--- config.mk ---
export PLATFORM = sky130hd
export DESIGN_NAME = clock_time_ctrl
export DESIGN_NICKNAME = d
export VERILOG_FILES = /design/src/rtl/clock_pkg.sv /design/src/rtl/bcd_mod_counter.sv /design/src/rtl/clock_time_ctrl.sv
export SDC_FILE = /design/constraint.sdc
export NUM_CORES = 1
export LEC_CHECK = 0
export CAP_MARGIN = 20
export CORE_UTILIZATION = 30
export CTS_CLUSTER_SIZE = 24
export DETAILED_ROUTE_END_ITERATION = 6
export SLEW_MARGIN = 20
export SYNTH_ARGS = -nofsm -noshare
export SYNTH_HDL_FRONTEND = slang
export SYNTH_HIERARCHICAL = 1
export SYNTH_SLANG_ARGS = --single-unit
--- constraint.sdc ---
create_clock -name CP -period 6.22 [get_ports CP]
set_input_delay 1.244 -clock CP [delete_from_list [all_inputs] [get_ports CP]]
set_output_delay 1.244 -clock CP [all_outputs]
set_load 0.01 [all_outputs]
--- src/rtl/clock_pkg.sv ---
`default_nettype none
//======================================================================
// clock_pkg : state encoding, BCD limits and helper for clock_time_ctrl
// Revision  : 1.0
//======================================================================
package clock_pkg;

    typedef enum logic [1:0] {
        ST_RUN      = 2'b00,
        ST_SET_HOUR = 2'b01,
        ST_SET_MIN  = 2'b10,
        ST_BAD      = 2'b11
    } state_e;

    localparam logic [7:0] SEC_MAX_BCD    = 8'h59;
    localparam logic [7:0] HOUR24_MAX_BCD = 8'h23;
    localparam logic [7:0] HOUR12_MAX_BCD = 8'h11;

    function automatic logic [7:0] to_bcd(input int unsigned v);
        logic [3:0] tens;
        logic [3:0] units;
        tens  = 4'(v / 10);
        units = 4'(v % 10);
        return {tens, units};
    endfunction

endpackage
`default_nettype wire

--- src/rtl/bcd_mod_counter.sv ---
`default_nettype none
//======================================================================
// bcd_mod_counter : two-digit BCD counter wrapping MAX_BCD -> 00
// Revision        : 1.0
//======================================================================
module bcd_mod_counter #(
    parameter logic [7:0] MAX_BCD = 8'h59
) (
    input  logic       CP,
    input  logic       CR,
    input  logic       en,
    input  logic       clr,
    output logic [7:0] q,
    output logic       co
);

    logic [7:0] q_q;
    logic [7:0] q_d;

    always_comb begin
        q_d = q_q;
        if (clr) begin
            q_d = 8'h00;
        end else if (en) begin
            if (q_q == MAX_BCD) begin
                q_d = 8'h00;
            end else if (q_q[3:0] == 4'd9) begin
                q_d = {q_q[7:4] + 4'd1, 4'd0};
            end else begin
                q_d = {q_q[7:4], q_q[3:0] + 4'd1};
            end
        end
    end

    always_ff @(posedge CP) begin
        if (!CR) begin
            q_q <= 8'h00;
        end else begin
            q_q <= q_d;
        end
    end

    assign q  = q_q;
    assign co = en & (q_q == MAX_BCD);

endmodule
`default_nettype wire

--- src/rtl/clock_time_ctrl.sv ---
`default_nettype none
//======================================================================
// clock_time_ctrl : HH:MM:SS timekeeping with button-driven set mode
// Revision        : 1.0
//======================================================================
module clock_time_ctrl
    import clock_pkg::*;
#(
    parameter int HOUR_MAX = 23,
    parameter int SEC_MAX  = 59
) (
    input  logic       CP,
    input  logic       CR,
    input  logic       tick_1hz,
    input  logic       btn_mode,
    input  logic       btn_inc,
    output logic [7:0] sec_bcd,
    output logic [7:0] min_bcd,
    output logic [7:0] hour_bcd,
    output logic [1:0] mode,
    output logic       blink_hour,
    output logic       blink_min,
    output logic       day_co
);

    localparam logic [7:0] c_HOUR_MAX_BCD = (HOUR_MAX == 11) ? HOUR12_MAX_BCD : HOUR24_MAX_BCD;
    localparam logic [7:0] c_SEC_MAX_BCD  = to_bcd(SEC_MAX);

    state_e state_q;
    state_e state_d;
    logic   mode_prev_q;
    logic   inc_prev_q;
    logic   phase_q;
    logic   phase_d;
    logic   day_co_q;
    logic   day_co_d;

    logic w_mode_press;
    logic w_inc_eff;
    logic w_sec_en;
    logic w_min_en;
    logic w_hour_en;
    logic w_sec_clr;
    logic w_sec_co;
    logic w_min_co;
    logic w_hour_co;

    assign w_mode_press = btn_mode & ~mode_prev_q;
    // A mode press in the same cycle swallows any increment press.
    assign w_inc_eff    = btn_inc & ~inc_prev_q & ~w_mode_press;

    always_comb begin
        state_d   = state_q;
        w_sec_en  = 1'b0;
        w_min_en  = 1'b0;
        w_hour_en = 1'b0;
        w_sec_clr = 1'b0;
        case (state_q)
            ST_RUN: begin
                w_sec_en  = tick_1hz;
                w_min_en  = w_sec_co;
                w_hour_en = w_min_co;
                if (w_mode_press) state_d = ST_SET_HOUR;
            end
            ST_SET_HOUR: begin
                w_hour_en = w_inc_eff;
                if (w_mode_press) state_d = ST_SET_MIN;
            end
            ST_SET_MIN: begin
                w_min_en = w_inc_eff;
                if (w_mode_press) begin
                    state_d   = ST_RUN;
                    w_sec_clr = 1'b1;
                end
            end
            default: state_d = ST_RUN;
        endcase
    end

    always_comb begin
        phase_d = phase_q;
        if ((state_d != state_q) || (state_q == ST_RUN)) begin
            phase_d = 1'b0;
        end else if (tick_1hz) begin
            phase_d = ~phase_q;
        end
    end

    // Hour wraps from set mode must never look like a day rollover.
    assign day_co_d = w_hour_co & (state_q == ST_RUN);

    always_ff @(posedge CP) begin
        if (!CR) begin
            state_q     <= ST_RUN;
            mode_prev_q <= 1'b1;
            inc_prev_q  <= 1'b1;
            phase_q     <= 1'b0;
            day_co_q    <= 1'b0;
        end else begin
            state_q     <= state_d;
            mode_prev_q <= btn_mode;
            inc_prev_q  <= btn_inc;
            phase_q     <= phase_d;
            day_co_q    <= day_co_d;
        end
    end

    bcd_mod_counter #(.MAX_BCD(c_SEC_MAX_BCD)) u_sec (
        .CP (CP),
        .CR (CR),
        .en (w_sec_en),
        .clr(w_sec_clr),
        .q  (sec_bcd),
        .co (w_sec_co)
    );

    bcd_mod_counter #(.MAX_BCD(c_SEC_MAX_BCD)) u_min (
        .CP (CP),
        .CR (CR),
        .en (w_min_en),
        .clr(1'b0),
        .q  (min_bcd),
        .co (w_min_co)
    );

    bcd_mod_counter #(.MAX_BCD(c_HOUR_MAX_BCD)) u_hour (
        .CP (CP),
        .CR (CR),
        .en (w_hour_en),
        .clr(1'b0),
        .q  (hour_bcd),
        .co (w_hour_co)
    );

    assign mode       = state_q;
    assign blink_hour = (state_q == ST_SET_HOUR) & phase_q;
    assign blink_min  = (state_q == ST_SET_MIN) & phase_q;
    assign day_co     = day_co_q;

endmodule
`default_nettype wire

==> results.sh <==
export IMPL_track_usage=0.1414
export IMPL_setup_viol=0
export IMPL_grt_max_degree=14
export IMPL_dieHeight_microns=75.01
export IMPL_min_path_type="reg -> reg"
export IMPL_cts_root_buf="clkbuf_8"
export IMPL_start_util=0.3131
export IMPL_crit_fanout=7
export IMPL_first_pass_iters=4
export IMPL_wl_per_cell_microns=12.00
export IMPL_synth_cell_types=41
export IMPL_clkSlewWorstSetupHoldPaths_ns=0.06
export IMPL_cts_buffer_depth=2
export IMPL_cp_start_kind="primary input"
export IMPL_coreArea_sq_um=5107
export IMPL_synth_top_area_frac=0.3756
export IMPL_clkSinkCount=30
export IMPL_drt_first_iter_violations=67
export IMPL_grt_pass1_vias=1257
export IMPL_postCtsHoldBufs=0
export IMPL_ys_seq_area_frac=0.3756
export IMPL_powerDensity_nw_per_um2=182.2
export IMPL_swShare=0.2297
export IMPL_hold_viol=0
export IMPL_globalRoute_totalOverflow=0
export IMPL_clkLatencyLatePin_ns=0.28
export IMPL_place_ws_ns=1.969
export IMPL_cts_setup_buffers=0
export IMPL_rsz0062_at_grt="false"
export IMPL_syn_inst=180
export IMPL_fin_skew_ns=0.004801
export IMPL_io_pins=34
export IMPL_yosys_warnings=6
export IMPL_synth_area_sq_um=1599
export IMPL_cp_cell_sequence="clkdlybuf4s50_1 > and2_1 > and4b_2 > and3_1 > a22o_1 > and4b_2 > and3_1 > a22o_1 > nand4b_1 > or3_1 > a21oi_1"
export IMPL_worst_ep_arrival_time_ns=4.18
export IMPL_cts_tree="built"
export IMPL_postLayoutSetupSlackWorst_ns=2.251
export IMPL_p_seq_frac=0.521
export IMPL_fp_dieW_microns=75.01
export IMPL_synth_area_top_cells="dfxtp_1 (38%), ha_1 (6.3%), a21oi_1 (4.1%)"
export IMPL_max_freq_ghz=0.2519
export IMPL_antenna_found_initial=0
export IMPL_cts_repair_resized=0
export IMPL_clock_power_share=0.418
export IMPL_synth_enable_flop_cells=0
export IMPL_drt_wl_total_mm=3.479
export IMPL_num_rows=26
export IMPL_crit_family="simple AND/OR/NAND/NOR gates"
export IMPL_n_antenna_cell=0
export IMPL_max_vdd_ir_drop_mv=0.1199
export IMPL_finalNetCount=232
export IMPL_switching_power_mw=0.08809
export IMPL_synth_seq_cells=30
export IMPL_outcome="finished, final reports clean"
export IMPL_required_ns=6.43
export IMPL_detail_route_antenna_nets=0
export IMPL_drv_cap=0
export IMPL_n_fill_cell=526
export IMPL_internal_power_mw=0.2954
export IMPL_drc=0
export IMPL_critPathKind="in -> reg"
export IMPL_multiInputGateArea_sq_um=953.4
export IMPL_dieArea_sq_um=5626
export IMPL_io_buffers=33
export IMPL_drive_above_1_share=0.07273
export IMPL_period_minus_slack_ns=3.969
export IMPL_p_leak_nw=0.7632
export IMPL_crit_slowest_cell="clkdlybuf4s50_1"
export IMPL_place_congestion=0.8291
export IMPL_period_share=0.6381
export IMPL_yosys_area_top_type="dfxtp_1"
export IMPL_slowest_delay_ns=0.48
export IMPL_synth_async_reset_ratio=0
export IMPL_cts_inserted_buffers=5
export IMPL_setup_tns_ns=0
export IMPL_synthToLayoutAreaGrowth_pct=31.61
export IMPL_pwr_share_comb=0.061
export IMPL_slew_viol_final=0
export IMPL_seqCellArea_sq_um=600.6
export IMPL_vias=1407
export IMPL_synthFlopType="dfxtp_1"
export IMPL_endpoint_kind="register"
export IMPL_htree_levels=2
export IMPL_cp_num_buf_inv=1
export IMPL_viasPerCell=4.852
export IMPL_grt_first_pass_wirelength_mm=5.940
export IMPL_hpwl_mm=2.489
export IMPL_synth_area_per_cell_sq_um=8.884
[sequential cells by signal, indices dropped and copies added, names as in the netlist]
register / cells
u_hour/q: 8
u_sec/q: 8
phase_q: 1
day_co: 1
mode: 2
inc_prev_q: 1
u_min/q: 8
mode_prev_q: 1
[kinds of logic after synthesis]
family | Yosys count | synth area share
xor gates and xnor gates | 7 | 0.03834
buffers and inverters | 15 | 0.03521
other | 1 | 0.002345
adders and majority gates | 8 | 0.06260
muxes | 1 | 0.006260
and+or+nand+nor | 77 | 0.3169
DFF | 30 | 0.3756
AOI/OAI and AO/OA | 41 | 0.1628
[per-stage QoR]
stage / power [mW] / instances / util / hold slack [ns] / cell area, sq um
finish: 0.3835 / 290 / 0.4121 / 0.5014 / 2105
global route: 0.4014 / 290 / 0.4121 / 0.5195 / 2105
CTS: 0.3906 / 290 / 0.4121 / 0.5034 / 2105
detailed placement: 0.2273 / 282 / 0.3942 / 0.4922 / 2013
global placement: 0.2276 / 282 / 0.3942 / 0.4878 / 2013
floorplan: 0.2166 / 183 / - / 0.5093 / 1610
[layout make-up]
class	instances	share of cell area
multi-input cells	138	0.4530
flip-flops and latches	30	0.2854
repair buffers	33	0.1570
well taps	70	0.04162
clock buffers	7	0.04102
inverters	11	0.01962
clock inverters	1	0.002378
[layer usage]
metal | track usage | up-vias | part of all wire
met1 | 0.1782 | 638 | 0.46
met3 | 0.05087 | 7 | 0.058
met5 | 0 | - | 0
met2 | 0.2172 | 30 | 0.46
met4 | 0.06289 | 0 | 0.020
li1 | - | 732 | -
[path summary, 6_finish.rpt]
| path | cells after the start | endpoint | slack [ns] | startpoint |
|---|---|---|---|---|
| worst min-delay path | 2 | u_hour/q[7]$_SDFFE_PP0P_ | 0.50 | u_hour/q[7]$_SDFFE_PP0P_ |
| worst max register to register | 11 | u_hour/q[7]$_SDFFE_PP0P_ | 3.06 | mode[0]$_SDFF_PN0_ |
| worst min register to register | 2 | u_hour/q[7]$_SDFFE_PP0P_ | 0.50 | u_hour/q[7]$_SDFFE_PP0P_ |
| worst max-delay path | 11 | u_hour/q[7]$_SDFFE_PP0P_ | 2.25 | tick_1hz |
[worst register-to-register path: stages (launching register included)]
cell and delay (ns):
dfxtp_1 0.36, nor2_1 0.23, and2_1 0.29, and4b_2 0.29
and3_1 0.16, a22o_1 0.26, and4b_2 0.29, and3_1 0.16
a22o_1 0.24, nand4b_1 0.26, or3_1 0.41, a21oi_1 0.13
[power by group through the flow]
stage	clock, mW	combinational, mW	sequential, mW
after floorplan	0	0.0134	0.203
after global placement	0	0.0235	0.204
after detailed placement	0	0.0233	0.204
after CTS	0.167	0.0235	0.200
after global routing	0.175	0.0258	0.200
final	0.160	0.0233	0.200
[synth_stat cells (2+ instances only)]
| cell | number |
|---|---|
| nor2b_1 | 7 |
| or3_1 | 4 |
| clkbuf_1 | 4 |
| o31ai_1 | 4 |
| nor3b_1 | 2 |
| a21oi_1 | 13 |
| or4_1 | 4 |
| and4b_2 | 2 |
| nor2_1 | 10 |
| and3_1 | 2 |
| and3b_1 | 2 |
| ha_1 | 8 |
| nand3_1 | 9 |
| a22o_1 | 2 |
| nand4b_2 | 2 |
| o211ai_1 | 3 |
| dfxtp_1 | 30 |
| nand2_1 | 8 |
| a41o_1 | 2 |
| and2_1 | 4 |
| xor2_1 | 3 |
| o21ai_0 | 12 |
| xnor2_1 | 4 |
| nand2b_1 | 7 |
| inv_1 | 11 |
| and4b_1 | 3 |
| nand4b_1 | 3 |
| nor4_1 | 2 |
[layout by cell type, fill, tap and decap left out, types with 2 or more instances in the layout]
master,n
a21oi_1,13
a22o_1,2
a41o_1,2
and2_1,4
and3_1,2
and3b_1,2
and4b_1,3
and4b_2,2
clkbuf_8,6
clkdlybuf4s50_1,33
conb_1,4
dfxtp_1,30
ha_1,8
inv_1,11
nand2_1,8
nand2b_1,7
nand3_1,9
nand4b_1,3
nand4b_2,2
nor2_1,10
nor2b_1,7
nor3b_1,2
nor4_1,2
o211ai_1,3
o21ai_0,12
o31ai_1,4
or3_1,4
or4_1,4
xnor2_1,4
xor2_1,3
No activity file was read; power rests on OpenSTA's default activity.
